[config.mk]
export PLATFORM = sky130hd
export DESIGN_NAME = wbm_spi_ctrl
export DESIGN_NICKNAME = d
export VERILOG_FILES = /design/src/rtl/wbm_spi_pkg.sv /design/src/rtl/wbm_spi_resp_ser.sv /design/src/rtl/wbm_spi_ctrl.sv
export SDC_FILE = /design/constraint.sdc
export NUM_CORES = 1
export LEC_CHECK = 0
export ABC_AREA = 1
export BUFFER_PORTS_ARGS = -buffer_cell sky130_fd_sc_hd__buf_2
export CORE_ASPECT_RATIO = 1.5
export CORE_MARGIN = 3
export CORE_UTILIZATION = 45
export CTS_CLUSTER_DIAMETER = 80
export DETAILED_ROUTE_END_ITERATION = 16
export PLACE_DENSITY = 0.75
export SYNTH_ARGS = -nofsm -noshare
export SYNTH_HDL_FRONTEND = slang
export SYNTH_SLANG_ARGS = --single-unit
[constraint.sdc]
create_clock -name clk -period 2.7 [get_ports clk]
set_input_delay 0.27 -clock clk [delete_from_list [all_inputs] [get_ports clk]]
set_output_delay 0.27 -clock clk [all_outputs]
set_load 0.05 [all_outputs]
[src/rtl/wbm_spi_pkg.sv]
`default_nettype none
// ============================================================================
// Module   : wbm_spi_pkg
// Brief    : Shared state encoding and frame/status constants for the
//            SPI-to-Wishbone command sequencer.
// Revision : 1.0 - initial release
// ============================================================================
package wbm_spi_pkg;

    typedef enum logic [2:0] {
        S_CMD   = 3'd0,
        S_ADDR  = 3'd1,
        S_WDATA = 3'd2,
        S_BUS   = 3'd3,
        S_RESP  = 3'd4
    } state_t;

    localparam int CMD_WE_BIT = 7;

    localparam int ST_ERR     = 0;
    localparam int ST_TIMEOUT = 1;
    localparam int ST_OVERRUN = 2;

endpackage
`default_nettype wire

[src/rtl/wbm_spi_resp_ser.sv]
`default_nettype none
// ============================================================================
// Module   : wbm_spi_resp_ser
// Brief    : Loads {status, read data} and shifts it out MSB first, one byte
//            per tx_valid/tx_ready handshake.
// Revision : 1.0 - initial release
// ============================================================================
module wbm_spi_resp_ser #(
    parameter int DATA_W = 32
) (
    input  logic              clk,
    input  logic              rst_n,
    input  logic              i_load,
    input  logic              i_flush,
    input  logic              i_with_data,
    input  logic [7:0]        i_status,
    input  logic [DATA_W-1:0] i_rdata,
    input  logic              i_tx_ready,
    output logic              o_tx_valid,
    output logic [7:0]        o_tx_data,
    output logic              o_status_hs,
    output logic              o_done
);

    localparam int         c_SHIFT_W = DATA_W + 8;
    localparam logic [7:0] c_LAST_RD = 8'(DATA_W / 8);

    logic [c_SHIFT_W-1:0] r_shift;
    logic [7:0]           r_idx;
    logic [7:0]           r_last;
    logic                 r_valid;
    logic                 w_hs;

    always_comb begin
        w_hs        = r_valid && i_tx_ready;
        o_status_hs = w_hs && (r_idx == 8'd0);
        o_done      = w_hs && (r_idx == r_last);
        o_tx_valid  = r_valid;
        o_tx_data   = r_shift[c_SHIFT_W-1 -: 8];
    end

    always_ff @(posedge clk or negedge rst_n) begin
        if (!rst_n) begin
            r_shift <= '0;
            r_idx   <= 8'd0;
            r_last  <= 8'd0;
            r_valid <= 1'b0;
        end else if (i_flush) begin
            r_valid <= 1'b0;
        end else if (i_load) begin
            r_shift <= {i_status, i_rdata};
            r_idx   <= 8'd0;
            r_last  <= i_with_data ? c_LAST_RD : 8'd0;
            r_valid <= 1'b1;
        end else if (w_hs) begin
            r_shift <= r_shift << 8;
            r_idx   <= r_idx + 8'd1;
            if (r_idx == r_last) begin
                r_valid <= 1'b0;
            end
        end
    end

endmodule
`default_nettype wire

[src/rtl/wbm_spi_ctrl.sv]
`default_nettype none
// ============================================================================
// Module   : wbm_spi_ctrl
// Brief    : Parses SPI command frames, runs one classic Wishbone master
//            cycle per frame and returns status/read data to the TX path.
// Revision : 1.0 - initial release
// ============================================================================
module wbm_spi_ctrl
    import wbm_spi_pkg::*;
#(
    parameter int ADDR_W  = 8,
    parameter int DATA_W  = 32,
    parameter int TIMEOUT = 255
) (
    input  logic                clk,
    input  logic                rst_n,
    input  logic                rx_start,
    input  logic                rx_valid,
    input  logic [7:0]          rx_data,
    output logic                tx_valid,
    output logic [7:0]          tx_data,
    input  logic                tx_ready,
    output logic                wbm_cyc_o,
    output logic                wbm_stb_o,
    output logic                wbm_we_o,
    output logic [ADDR_W-1:0]   wbm_adr_o,
    output logic [DATA_W-1:0]   wbm_dat_o,
    output logic [DATA_W/8-1:0] wbm_sel_o,
    input  logic [DATA_W-1:0]   wbm_dat_i,
    input  logic                wbm_ack_i,
    input  logic                wbm_err_i
);

    localparam logic [7:0]  c_ADDR_LAST = 8'(ADDR_W / 8 - 1);
    localparam logic [7:0]  c_DATA_LAST = 8'(DATA_W / 8 - 1);
    localparam logic [15:0] c_TMO_LAST  = 16'(TIMEOUT - 1);

    state_t              r_state;
    state_t              w_state_nxt;
    state_t              w_cur;
    logic                r_we;
    logic [7:0]          r_cnt;
    logic [15:0]         r_tmo;
    logic                r_abort;
    logic [ADDR_W-1:0]   r_adr;
    logic [DATA_W-1:0]   r_wdat;
    logic [DATA_W-1:0]   r_rdat;
    logic [2:0]          r_status;
    logic [2:0]          w_status_nxt;
    logic [DATA_W-1:0]   w_rdat_nxt;
    logic                w_restart;
    logic                w_in_bus;
    logic                w_bus_err;
    logic                w_bus_ack;
    logic                w_bus_tmo;
    logic                w_bus_done;
    logic                w_ser_load;
    logic                w_ser_flush;
    logic                w_ser_done;
    logic                w_status_hs;

    // A restart outside BUS makes this cycle behave as if already in CMD,
    // so a coincident rx_valid byte is parsed as the new command byte.
    always_comb begin
        w_restart   = rx_start && (r_state != S_BUS);
        w_cur       = w_restart ? S_CMD : r_state;
        w_in_bus    = (r_state == S_BUS);
        w_bus_err   = w_in_bus && wbm_err_i;
        w_bus_ack   = w_in_bus && wbm_ack_i && !wbm_err_i;
        w_bus_tmo   = w_in_bus && !wbm_ack_i && !wbm_err_i && (r_tmo == c_TMO_LAST);
        w_bus_done  = w_bus_err || w_bus_ack || w_bus_tmo;
        w_ser_load  = 1'b0;
        w_ser_flush = rx_start && (r_state == S_RESP);
        w_state_nxt = w_cur;
        wbm_cyc_o   = w_in_bus;
        wbm_stb_o   = w_in_bus;
        case (w_cur)
            S_CMD:   if (rx_valid) w_state_nxt = S_ADDR;
            S_ADDR:  if (rx_valid && (r_cnt == c_ADDR_LAST)) w_state_nxt = r_we ? S_WDATA : S_BUS;
            S_WDATA: if (rx_valid && (r_cnt == c_DATA_LAST)) w_state_nxt = S_BUS;
            S_BUS: begin
                if (w_bus_done) begin
                    if (r_abort || rx_start) begin
                        w_state_nxt = S_CMD;
                    end else begin
                        w_state_nxt = S_RESP;
                        w_ser_load  = 1'b1;
                    end
                end
            end
            S_RESP:  if (w_ser_done) w_state_nxt = S_CMD;
            default: w_state_nxt = S_CMD;
        endcase
    end

    // Status is consumed by the status-byte handshake; later events set it again.
    always_comb begin
        w_status_nxt = w_status_hs ? 3'b000 : r_status;
        if (w_bus_err) w_status_nxt[ST_ERR]     = 1'b1;
        if (w_bus_tmo) w_status_nxt[ST_TIMEOUT] = 1'b1;
        if (rx_valid && !w_restart && ((r_state == S_BUS) || (r_state == S_RESP))) begin
            w_status_nxt[ST_OVERRUN] = 1'b1;
        end
        w_rdat_nxt = r_rdat;
        if (w_bus_ack)      w_rdat_nxt = wbm_dat_i;
        else if (w_bus_tmo) w_rdat_nxt = '1;
    end

    always_ff @(posedge clk or negedge rst_n) begin
        if (!rst_n) begin
            r_state <= S_CMD;
        end else begin
            r_state <= w_state_nxt;
        end
    end

    always_ff @(posedge clk or negedge rst_n) begin
        if (!rst_n) begin
            r_we     <= 1'b0;
            r_cnt    <= 8'd0;
            r_tmo    <= 16'd0;
            r_abort  <= 1'b0;
            r_adr    <= '0;
            r_wdat   <= '0;
            r_rdat   <= '0;
            r_status <= 3'b000;
        end else begin
            r_status <= w_status_nxt;
            r_rdat   <= w_rdat_nxt;
            r_tmo    <= w_in_bus ? (r_tmo + 16'd1) : 16'd0;
            r_abort  <= w_in_bus && !w_bus_done && (r_abort || rx_start);
            if (rx_valid) begin
                case (w_cur)
                    S_CMD: begin
                        r_we  <= rx_data[CMD_WE_BIT];
                        r_cnt <= 8'd0;
                    end
                    S_ADDR: begin
                        r_adr <= ADDR_W'({r_adr, rx_data});
                        r_cnt <= (r_cnt == c_ADDR_LAST) ? 8'd0 : (r_cnt + 8'd1);
                    end
                    S_WDATA: begin
                        r_wdat <= DATA_W'({r_wdat, rx_data});
                        r_cnt  <= (r_cnt == c_DATA_LAST) ? 8'd0 : (r_cnt + 8'd1);
                    end
                    default: ;
                endcase
            end
        end
    end

    assign wbm_we_o  = r_we;
    assign wbm_adr_o = r_adr;
    assign wbm_dat_o = r_wdat;
    assign wbm_sel_o = '1;

    wbm_spi_resp_ser #(
        .DATA_W (DATA_W)
    ) u_resp_ser (
        .clk         (clk),
        .rst_n       (rst_n),
        .i_load      (w_ser_load),
        .i_flush     (w_ser_flush),
        .i_with_data (!r_we),
        .i_status    ({5'b00000, w_status_nxt}),
        .i_rdata     (w_rdat_nxt),
        .i_tx_ready  (tx_ready),
        .o_tx_valid  (tx_valid),
        .o_tx_data   (tx_data),
        .o_status_hs (w_status_hs),
        .o_done      (w_ser_done)
    );

endmodule
`default_nettype wire

==> flow_summary.yaml <==
outcome:
  status: "complete, no violations"
critical_path:
  critPathTopFamily: "simple AND/OR/NAND/NOR gates"
  crit_path_start_kind: "register"
  cpPeakStageDelay_ps: 400
  critPathSlowestCell: "dfrtp_1"
  endpoint_kind: "register"
  crit_top_cell: "nand2_4"
  cp_max_fo: 36
  path_cells: "inv_2 -> nand3_2 -> nor2_2 -> nand3_4 -> nand2_4 -> nand2_4 -> nand2_4 -> inv_2 -> nand2_1 -> nand2_1"
  crit_buf_inv: 2
  critPathArrivalTime_ps: 2510
  crit_type: "register to register"
  required_ps: 3000
place:
  dp.cells: 1195
  portBuffers: 98
  gp_congestion: 0.8449
  placedInstanceArea_sq_um: 7879
  dp_hpwl_mm: 11.32
clock_tree:
  cts_buffer_depth: 2
  ctsRootBufferMaster: "clkbuf_16"
  clk_pin_slew_ps: 70
  clk-insertion-delay-late_ps: 420
  htreeDepth: 4
  post_cts_buffers: 0
  tritoncts: "built"
  cts_buffers: 17
  cts.sinks: 154
route:
  dr.pass1.iters: 5
  via_per_inst: 4.800
  drc: 0
  ant_nets: 0
  num_vias: 5894
  drtIter0Drc: 509
  wire_per_inst_um: 13.16
  postRouteWirelength_mm: 16.16
finish:
  multi_input_area_sq_um: 2683
  stdcell_count: 1228
  fillers: 1461
  diodes: 0
  design_area_sq_um: 8492
  final_common_cell: "nand2_1"
  syn_to_final_growth_pct: 16.53
  mostFrequentLayoutCells: "nand2_1, dfrtp_1, inv_1"
  seqCellArea_sq_um: 3854
  final_nets: 1065
  drive_above_1_share_pct: 15.71
grt:
  grtUsageMet1_pct: 23.93
  grt_usage_pct: 18.82
  antenna_found_initial: 1
  grt_pass1_vias: 5643
  busiest_layer: "met2"
  grt_max_degree: 88
  grt_pass1_wl_mm: 26.59
  grt_overflow_total: 0
  grt_use_met2_pct: 31.22
  met3_usage_pct: 3.738
die:
  std_cell_rows: 56
  dieArea_sq_um: 17790
  die_h_um: 161.9
  io_pins: 103
  core_region_area_sq_um: 15770
  start_util_pct: 46.22
  fp.dieW_um: 109.9
synth:
  ys_types: 37
  ys_ff_latch: 154
  syn_inst: 926
  yosysSeqAreaShare_pct: 52.88
  netlist_area_sq_um: 7287
  ys_warn_count: 0
  synth_area_per_cell_sq_um: 7.869
min_path:
  hold_class: "input port to register"
pwr:
  power_density_nw_per_um2: 1107
  ir_worst_vdd_uv: 674.0
  power_leakage_nw: 4.730
sta:
  finalHoldViolCount: 0
  fmax_mhz: 452.5
  period_minus_slack_ps: 2210
  relSlewSlack_pct: 25.55
  setup_viol: 0
  rsz0062_at_grt: "false"
  finalClockSkew_ps: 10.69
  tns_ps: 0
  min_period_over_period_pct: 81.85
  hold_slack_ps: 122.1
  worstMarginPinSlew_ps: 1115
  slew_violations: 0
flow_run:
  cap_violations: 0
[sequential cells by signal, indices dropped and copies added, names as in the netlist]
register / count
u_resp_ser.r_shift: 40
r_rdat: 32
wbm_dat_o: 32
r_tmo: 16
r_cnt: 8
u_resp_ser.r_idx: 8
wbm_adr_o: 8
r_state: 3
r_status: 3
r_abort: 1
u_resp_ser.o_tx_valid: 1
u_resp_ser.r_last: 1
wbm_we_o: 1
[power by group]
| group | total, mW | switching (mW) | leakage, nW | internal (mW) |
|---|---|---|---|---|
| clock network | 2.40 | 1.07 | 0.290 | 1.33 |
| registers | 3.60 | 0.455 | 2.01 | 3.15 |
| logic | 3.40 | 2.47 | 2.43 | 0.926 |
| total | 9.40 | 4.00 | 4.73 | 5.40 |
[Yosys cell counts]
cell | n | area, sq um
nand2_4 | 3 | 33.78
a21oi_1 | 12 | 60.06
o211ai_1 | 1 | 7.510
a211oi_1 | 1 | 7.510
buf_2 | 11 | 55.05
nand2_1 | 344 | 1291
xnor2_1 | 3 | 26.28
buf_6 | 5 | 56.30
buf_4 | 16 | 120.1
clkinv_1 | 1 | 3.750
nor2_1 | 83 | 311.6
and3_1 | 1 | 6.260
nand3_4 | 1 | 17.52
nand3b_1 | 1 | 7.510
and2_0 | 1 | 6.260
nand3_1 | 49 | 245.2
xor2_1 | 8 | 70.07
conb_1 | 1 | 3.750
a21oi_2 | 8 | 70.07
nand3_2 | 1 | 10.01
a21oi_4 | 1 | 16.27
nor2_2 | 1 | 6.260
inv_1 | 125 | 469.2
clkbuf_1 | 12 | 45.04
o21ai_0 | 35 | 175.2
buf_1 | 2 | 7.510
o21ai_2 | 1 | 8.760
nor4_1 | 9 | 56.30
nand4_1 | 8 | 50.05
dfrtp_1 | 154 | 3854
o21ai_1 | 6 | 30.03
ha_1 | 6 | 75.07
o211a_1 | 1 | 10.01
a22oi_1 | 1 | 7.510
nor3_1 | 9 | 45.04
nor3_2 | 1 | 10.01
inv_2 | 3 | 11.26
[worst register-to-register path, stage by stage (launching register included)]
cell and delay [ps]:
dfrtp_1 400, inv_2 90, nand3_2 230, nor2_2 230
nand3_4 160, nand2_4 120, nand2_4 60, nand2_4 250
inv_2 340, nand2_1 160, nand2_1 70
[cell type report]
cell class	count	area share, %
well taps	203	2.991
flip-flops and latches	154	45.38
multi-input cells	600	31.59
clock inverters	15	2.092
clock buffers	17	5.010
repair buffers	110	7.234
inverters	129	5.702
[worst paths after layout]
path	endpoint	start	cells after the start	slack, ps
worst max-delay path	u_resp_ser.r_shift[24]$_DFFE_PN0P_	r_state[2]$_DFF_PN0_	10	490
worst min-delay path	wbm_dat_o[0]$_DFFE_PN0P_	rx_data[0]	3	120
worst max register to register	u_resp_ser.r_shift[24]$_DFFE_PN0P_	r_state[2]$_DFF_PN0_	10	490
worst min register to register	wbm_dat_o[28]$_DFFE_PN0P_	wbm_dat_o[28]$_DFFE_PN0P_	2	480
max in group asynchronous	r_cnt[6]$_DFFE_PN0P_	rst_n	3	1500
min in group asynchronous	r_rdat[13]$_DFF_PN0_	rst_n	2	340
[stage by stage]
| step | setup slack, ps | util [%] | power (mW) |
|---|---|---|---|
| 4_1_cts | 474.2 | 53.87 | 9.470 |
| 2_1_floorplan | 851.2 | - | 6.269 |
| 6_report | 490.1 | 53.87 | 9.401 |
| 3_5_place_dp | 485.5 | 49.98 | 7.023 |
| 5_1_grt | 243.6 | 53.87 | 10.02 |
| 3_3_place_gp | 568.4 | 49.98 | 6.929 |
[per-layer routing]
layer	share of wire (%)	routed length (um)
met1	41	6699
met2	51	8188
met3	5.2	840
met4	2.6	422
met5	0.056	9
[timing repair]
action                                  4_1_cts  5_1_grt
resized for setup                             0        0
hold endpoints to repair                     49        0
endpoints found under the setup margin        0        0
hold buffers                                  1        0
[logic make-up (layout without fill, tap and decap cells)]
group	Yosys count	after routing	synth area share, %
buf+inv	175	271	10.54
fa+ha+maj	6	6	1.030
compound gates	67	67	5.392
flops	154	154	52.88
xor+xnor	11	11	1.322
simple gates	512	512	28.78
other cells	1	4	0.05146
Power figures use the tool's default switching activity.
